--- src/rtl/hilo_ctrl.sv ---
// hilo_ctrl: HI/LO register owner and multiply/divide latency tracker.
//
// Counts down the busy window of an issued mult/multu/div/divu, commits the
// unit's HI/LO results when the count expires, services mthi/mtlo writes while
// idle, and drives the D-stage stall for HI/LO-dependent instructions.
//
// Ports:
//   clk       system clock, all state updates on posedge
//   reset     synchronous active-low reset
//   start     E-stage multiply/divide issue strobe
//   md_op     000 mult, 001 multu, 010 div, 011 divu, 1xx invalid
//   xlu_hi    HI result from the multiply/divide unit (valid in final busy cycle)
//   xlu_lo    LO result from the multiply/divide unit (valid in final busy cycle)
//   mthi_en   E-stage mthi write enable
//   mtlo_en   E-stage mtlo write enable
//   wdata     mthi/mtlo write data
//   d_md_use  D-stage instruction depends on HI/LO or the multiply/divide unit
//   rd_sel    read select, 1 = HI, 0 = LO
//   busy      operation in flight (registered)
//   stall     freeze PC/F/D and bubble E (combinational)
//   done      one-cycle pulse in the cycle after commit
//   rdata     mfhi/mflo read data from committed registers
//   hi, lo    architectural HI/LO
module hilo_ctrl #(
  parameter int MULT_LAT = 5,
  parameter int DIV_LAT  = 10
) (
  input  logic        clk,
  input  logic        reset,
  input  logic        start,
  input  logic [2:0]  md_op,
  input  logic [31:0] xlu_hi,
  input  logic [31:0] xlu_lo,
  input  logic        mthi_en,
  input  logic        mtlo_en,
  input  logic [31:0] wdata,
  input  logic        d_md_use,
  input  logic        rd_sel,
  output logic        busy,
  output logic        stall,
  output logic        done,
  output logic [31:0] rdata,
  output logic [31:0] hi,
  output logic [31:0] lo
);

  localparam int MAX_LAT = (MULT_LAT > DIV_LAT) ? MULT_LAT : DIV_LAT;
  localparam int CNT_W   = $clog2(MAX_LAT + 1);

  typedef enum logic {IDLE, RUN} state_t;

  state_t             state;
  logic [CNT_W-1:0]   cnt;
  logic               op_valid;
  logic [CNT_W-1:0]   lat_m1;

  // Decode the op into "accepted" and the countdown preload (LAT-1).
  always_comb begin
    op_valid = 1'b0;
    lat_m1   = '0;
    case (md_op)
      3'b000, 3'b001: begin
        op_valid = 1'b1;
        lat_m1   = CNT_W'(MULT_LAT - 1);
      end
      3'b010, 3'b011: begin
        op_valid = 1'b1;
        lat_m1   = CNT_W'(DIV_LAT - 1);
      end
      default: begin
        op_valid = 1'b0;
        lat_m1   = '0;
      end
    endcase
  end

  always_ff @(posedge clk) begin
    if (!reset) begin
      state <= IDLE;
      cnt   <= '0;
      busy  <= 1'b0;
      done  <= 1'b0;
      hi    <= '0;
      lo    <= '0;
    end else begin
      done <= 1'b0;
      case (state)
        IDLE: begin
          if (start && op_valid) begin
            cnt   <= lat_m1;
            state <= RUN;
            busy  <= 1'b1;
          end else if (!start) begin
            // mthi/mtlo only land when no issue competes in the same cycle.
            if (mthi_en) hi <= wdata;
            if (mtlo_en) lo <= wdata;
          end
        end
        RUN: begin
          // start and mthi/mtlo are ignored here; stall keeps them from
          // reaching E legally while an operation is in flight.
          if (cnt == '0) begin
            hi    <= xlu_hi;
            lo    <= xlu_lo;
            state <= IDLE;
            busy  <= 1'b0;
            done  <= 1'b1;
          end else begin
            cnt <= cnt - CNT_W'(1);
          end
        end
        default: begin
          state <= IDLE;
          busy  <= 1'b0;
        end
      endcase
    end
  end

  // Stall also covers the issue cycle itself, before busy has registered.
  assign stall = d_md_use & (busy | (start & op_valid));

  // No bypass: reads see only committed HI/LO.
  assign rdata = rd_sel ? hi : lo;

endmodule

--- config.mk ---
export PLATFORM = sky130hd
export DESIGN_NAME = hilo_ctrl
export DESIGN_NICKNAME = d
export VERILOG_FILES = /design/src/rtl/hilo_ctrl.sv
export SDC_FILE = /design/constraint.sdc
export NUM_CORES = 1
export LEC_CHECK = 0
export ABC_AREA = 0
export CAP_MARGIN = 30
export CORE_ASPECT_RATIO = 0.7
export CORE_UTILIZATION = 41
export CTS_CLUSTER_SIZE = 14
export DETAILED_ROUTE_END_ITERATION = 7
export GPL_ROUTABILITY_DRIVEN = 0
export PLACE_DENSITY = 0.79
export SLEW_MARGIN = 20
export SYNTH_ARGS = -nofsm -noshare
export SYNTH_HDL_FRONTEND = slang
export SYNTH_SLANG_ARGS = --single-unit
--- constraint.sdc ---
create_clock -name clk -period 2.04 [get_ports clk]
set_input_delay 0.408 -clock clk [delete_from_list [all_inputs] [get_ports clk]]
set_output_delay 0.408 -clock clk [all_outputs]
set_load 0.02 [all_outputs]
==> metrics.md <==
| Metric | Value |
|---|---|
| Reg2reg setup slack | `around 320 ps` |
| CTS tree | `done` |
| GRT Util Overall | `between 20% and 30%` |
| Unique masters post-synth | `31` |
| Final Hold Viols | `0` |
| Hold path start | `cnt[1]` |
| DP HPWL | `between 8000 and 9000 um` |
| Hold crit path type | `reg2reg` |
| Largest net degree at the start of global routing | `69` |
| WL/cell | `between 15 and 20 um` |
| Main synth FF type | `dfxtp_1` |
| Area of the multi-input gates | `roughly 2400 sq um` |
| Crit end category | `primary output` |
| Max-cap violations | `0` |
| Mapped cell area | `4134 sq um` |
| Layout Utilization | `68.08%` |
| Cells after synthesis | `365` |
| Worst r2r dst | `lo[19]` |
| Highest Clock Rate | `approximately 500 MHz` |
| CP startpoint kind | `input port` |
| Worst reg2reg startpoint | `cnt[0]` |
| Post-synth EDFFs | `0` |
| RSZ-0062 raised after global routing | `no` |
| WL final | `between 10000 and 15000 um` |
| Tmin final | `roughly 2000 ps` |
| Worst R2R Path Depth | `7` |
| Fillers | `roughly 740` |
| Register bit total from synthesis | `71` |
| Clk sinks | `71` |
| DRT iter0 DRCs | `about 110` |
| Worst Skew | `4.835 ps` |
| Fin crit share | `98.25%` |
| Core area | `roughly 9800 sq um` |
| LEAKAGE | `between 2 and 3 nW` |
| Cts hold-fix bufs | `0` |
| Area delta synth->final | `60.71%` |
| Post-synthesis net count | `472` |
| Worst Path Max Fanout | `18` |
| Post-CTS setup buffer count | `0` |
| Row cnt | `30` |
| Starting Density | `42.36%` |
| Cts bufs inserted | `9` |
| Final setup TNS | `0 ps` |
| Antenna violation net count after detailed routing | `0` |
| H-tree Lvls | `3` |
| Status | `finished, final reports clean` |
| Die extent in x | `~120 um` |
| Fin. max-slew vios | `0` |
| Clock transition at path regs | `roughly 50 ps` |
| Overflow after GRT | `0` |
| Dpl cells | `679` |
| IO Port Bufs | `~200` |
| Async S/R FF share, synth | `0%` |
| Hold path depth | `2` |
| I/O Pins | `around 210` |
| Warnings from Yosys | `0` |
| Vias per std cell | `5.125` |
| First-pass GRT wire length | `~18000 um` |
| Layout cell share with drive strength beyond 1 | `between 20 and 30%` |
| Kind of critical path | `in2out` |
| Final setup violation count | `0` |
| Worst slew margin | `65.16%` |
| N_diodes | `0` |
| Die Span Y | `~86 um` |
| Fin Hold WS | `494.6 ps` |
| Worst vdd ir | `~0.43 mV` |
| Vias in the first global route | `between 3000 and 4000` |
| Pwr per Cell Area | `803.4 nW/um^2` |
| DRC Markers | `0` |
| Finished Layout Cells | `a little under 700` |
| Clock Tree Buf Depth | `2` |
| DR pass1 iterations | `6` |
| Most frequent cells in the layout | `186 x clkdlybuf4s50_1, 70 x dfxtp_1, 64 x mux2i_1, 64 x a211oi_2, 57 x nor2_2` |
| Commonest non-fill, non-tap cell in the layout | `clkdlybuf4s50_1` |
| Post-synthesis sequential area ratio | `about a third` |
| Initial antenna violation count | `0` |
| Clock Tree Root | `clkbuf_16` |
| Post-synthesis average cell area | `between 10 and 15 sq um` |
| Hold EP | `cnt[1]` |
| Die Area | `10490 sq um` |
| Worst EP arrival | `~1600 ps` |
| Worst-Margin Slew | `between 500 and 600 ps` |
| CP required | `roughly 1600 ps` |
| Worst-Skew Late Latency | `approximately 320 ps` |
| Reg area | `~1400 sq um` |
| Vias | `3562` |
| Final nets | `669` |
## worst max-delay path by stage
stage	start	end	slack (ps)
6_report	rd_sel	rdata[15]	40
5_1_grt	rd_sel	rdata[28]	1
4_1_cts	rd_sel	rdata[27]	10
3_5_place_dp	start	stall	-150
3_3_place_gp	start	stall	-140
2_1_floorplan	rd_sel	rdata[10]	410
## where the power goes
part / total, W / internal [W] / switching, W
sequential: 0.00172 / 0.00156 / 0.000161
combinational: 0.00195 / 0.00100 / 0.000950
clock: 0.00167 / 0.00109 / 0.000584
total: 0.00534 / 0.00364 / 0.00170
## metrics by stage
| step | total power, W | worst slack, ps | cell area [sq um] |
|---|---|---|---|
| 2_1_floorplan | 0.002896 | 410.1 | 4134 |
| 3_3_place_gp | 0.003681 | -135.3 | 6295 |
| 3_5_place_dp | 0.003720 | -154.1 | 6295 |
| 4_1_cts | 0.005402 | 13.99 | 6616 |
| 5_1_grt | 0.005587 | 1.081 | 6644 |
| 6_report | 0.005338 | 35.71 | 6644 |
## state kept, by name (all words and copies together), names as in the netlist
register and flops:
state 1, lo 32, cnt 4, busy 1, hi 32, done 1
## metal layers
layer / routed length, um / GRT usage [%] / share of wire [%]
met5: 0 / 0 / 0
met4: 85 / 4.714 / 0.76
met3: 868 / 6.051 / 7.7
met2: 5311 / 37.44 / 47
met1: 4992 / 26.80 / 44
## Yosys cell counts (2+ instances only)
cell type	n	area, sq um
buf_12	6	120.1
a211oi_2	64	800.8
o32ai_1	2	17.52
a21o_1	2	15.01
clkbuf_1	8	30.03
inv_2	2	7.510
inv_1	4	15.01
buf_6	9	101.4
nand2_1	3	11.26
a21oi_1	3	15.01
dfxtp_1	71	1421
buf_2	9	45.04
nor2_1	13	48.80
nor2_2	57	356.6
nor3_1	2	10.01
mux2_1	32	360.4
mux2i_1	64	640.6
## final cells by class
type | count | area share [%]
Multi-Input combinational cell | 255 | 36.14
Sequential cell | 71 | 21.45
Clock inverter | 4 | 0.7533
Timing Repair Buffer | 219 | 34.71
Clock buffer | 12 | 4.181
Inverter | 6 | 0.3578
Tap cell | 128 | 2.411
## cells by family after synthesis
family,synth area share [%]
adders and majority gates,0.3026
muxes,24.21
buffers and inverters,7.900
and+or+nand+nor,11.35
AOI/OAI and AO/OA,21.85
DFF,34.38
## timing repair
| item | 4_1_cts | 5_1_grt |
|---|---|---|
| setup endpoints to repair | 5 | 11 |
| gates resized for setup | 5 | 11 |
| endpoints found under the hold margin | 0 | 0 |
## worst max-delay path, stage by stage
cell             delay, ps
buf_2                  140
buf_12                 180
mux2_1                 330
clkdlybuf4s50_1        530
No activity file was read; power rests on OpenSTA's default activity.
==> RTL edit (config.mk and constraints unchanged) <==
Make the reset (`reset`) asynchronous in one clocked block. Comments in the files are not updated.
--- a/src/rtl/hilo_ctrl.sv
+++ b/src/rtl/hilo_ctrl.sv
@@ -76,3 +76,3 @@
 
-  always_ff @(posedge clk) begin
+  always_ff @(posedge clk or negedge reset) begin
     if (!reset) begin
Function: differs if reset is asserted again (counterexample within 4 cycles, from zero or initial values and one cycle with reset low); with reset held inactive, the same outputs for 4 cycles.
==> RTL edit against the original RTL <==
  * Synthesized area is 9.1% higher
  * Wire length is 14% higher
  * First-iteration DRC count is 39% higher
  * Largest cell class unchanged
  * Core utilization is 1.3 points lower
  * Sequential cell count stayed put
  * Worst setup slack worse by 13 ps
  * Final area is 5.7% higher
  * Critical endpoint is now rdata[10]
Power is not compared: it rests on default switching activity, and its combinational part moved more than twofold at a synthesized area within 25%.
==> RTL edit: results (changes against the original RTL) <==
Slew HR = 70.0% (was 65.2%)
first-pass GRT wire length = 20.8 mm (was 18.0 mm)
Post-DP Area = 6740 um2 (was 6290 um2)
Max FO, Critical Path = 17 (was 18)
synth unique cells = 26 (was 31)
Critical Path AT = 1610 ps
largest net degree at the start of global routing = 49 (was 69)
DP Cell Count = 694 (was 679)
clock tree buffer depth = 2 (unchanged)
Mapped Nets = 463 (was 472)
Synth Instances = 355 (was 365)
Overall Global Routing Usage = 23.3% (was 21.7%)
# H-tree levels = 3 (unchanged)
CTS clk-pin slew, worst paths = 50 ps (about the same)
Port Buffers = 203 (unchanged)
vias per cell = 5.14 (was 5.13)
YS warnings = 0 (unchanged)
FFs w/ async S/R, synth = 100% (was 0%)
Top FF cell, synth = dfrtp_1 (was dfxtp_1)
worst r2r path cells = 6 (was 7)
peak supply drop = 0.000872 V
initial antenna violation count = 0 (unchanged)
post-CTS setup buffers = 0 (unchanged)
final-stage net count = 665 (was 669)
Clock Skew = 5.16 ps (was 4.84 ps)
Leakage = 3.65 nW
routed length per instance = 18.1 um (was 16.2 um)
HPWL Detailed = 9.25 mm (was 8.26 mm)
clock latency on the worst-skew pair = 330 ps
number of global-route vias before repair = 3955 (was 3583)
Root Buffer Master = clkbuf_16 (unchanged)
Largest regs = hi (32), lo (32), cnt (4) (unchanged)
main area contributors after synthesis = mux2i_1, dfrtp_1, mux2_2 (was dfxtp_1, a211oi_2, mux2i_1)
Num CTS Buffers = 9 (unchanged)
Worst Hold Class = input port to asynchronous set/reset pin (was flop to flop)
outcome = completed (unchanged)
Finished Layout Cells = 710 (was 695)
most frequent cells after synthesis = mux2i_1, dfrtp_1, mux2_2 (was dfxtp_1, a211oi_2, mux2i_1)
DRT Pass-1 Iters = 4 (was 6)
ant diodes = 0 (unchanged)
post-synthesis sequential area ratio = 39.4% (was 34.4%)
DRT iter0 DRCs = 154 (was 111)
share of layout cells above drive strength 1 = 10.1% (was 28.2%)
[RTL edit: cell type report]
type / count / area, um2
fillers: 835 / 3490
multi-input cells: 254 / 2500
repair buffers: 218 / 2290
flip-flops and latches: 71 / 1780
clock buffers: 11 / 233
well taps: 148 / 185
clock inverters: 5 / 25.0
inverters: 3 / 12.5
[RTL edit: kinds of logic (layout without fill, tap and decap cells)]
kind of cell,Yosys count,count (layout),share of synthesized area (%)
mux,227,227,51.3
flops,71,71,39.4
buf+inv,30,237,5.30
simple gates,15,15,2.05
compound gates,8,8,1.05
fa+ha+maj,2,2,0.555
xor+xnor,2,2,0.388
[RTL edit: where the power goes]
| group | total [mW] | switching, mW | internal (mW) |
|---|---|---|---|
| combinational | 6.78 | 3.23 | 3.54 |
| clock | 1.40 | 0.591 | 0.812 |
| sequential | 2.96 | 0.789 | 2.17 |
[RTL edit: timing repair]
action / in CTS / in global routing
gates cloned: 0 / 0
pin swaps: 0 / 0
setup endpoints to repair: 1 / 13
gates resized for setup: 1 / 15
[RTL edit: stage by stage]
stage               utilization (%)  worst slack (ps)  hold slack [ps]
finish                         66.8              23.1             14.5
global route                   66.8             0.603             36.7
CTS                            66.5              2.29             28.2
detailed placement             64.1              -249              382
global placement               64.1              -224              378
floorplan                         -               367              112
[RTL edit: worst paths after layout]
check,slack [ps],start,endpoint
max,20,rd_sel,rdata[10]
min,10,reset,lo[19]
max reg2reg,190,cnt[0],lo[12]
min reg2reg,570,busy,busy
max in group asynchronous,1430,reset,lo[18]
min in group clk,570,busy,busy
[RTL edit: worst max-delay path, cell delays in order]
cell             delay (ps)
buf_2                   130
buf_12                  180
mux2_1                  330
clkdlybuf4s50_1         550
[RTL edit: layer usage]
metal	GRT usage, %	up-vias	part of all wire, %
met5	0	-	0
met4	4.17	0	0.33
met3	7.38	4	7.1
met2	39.6	140	48
met1	29.1	1789	45
li1	-	1717	-
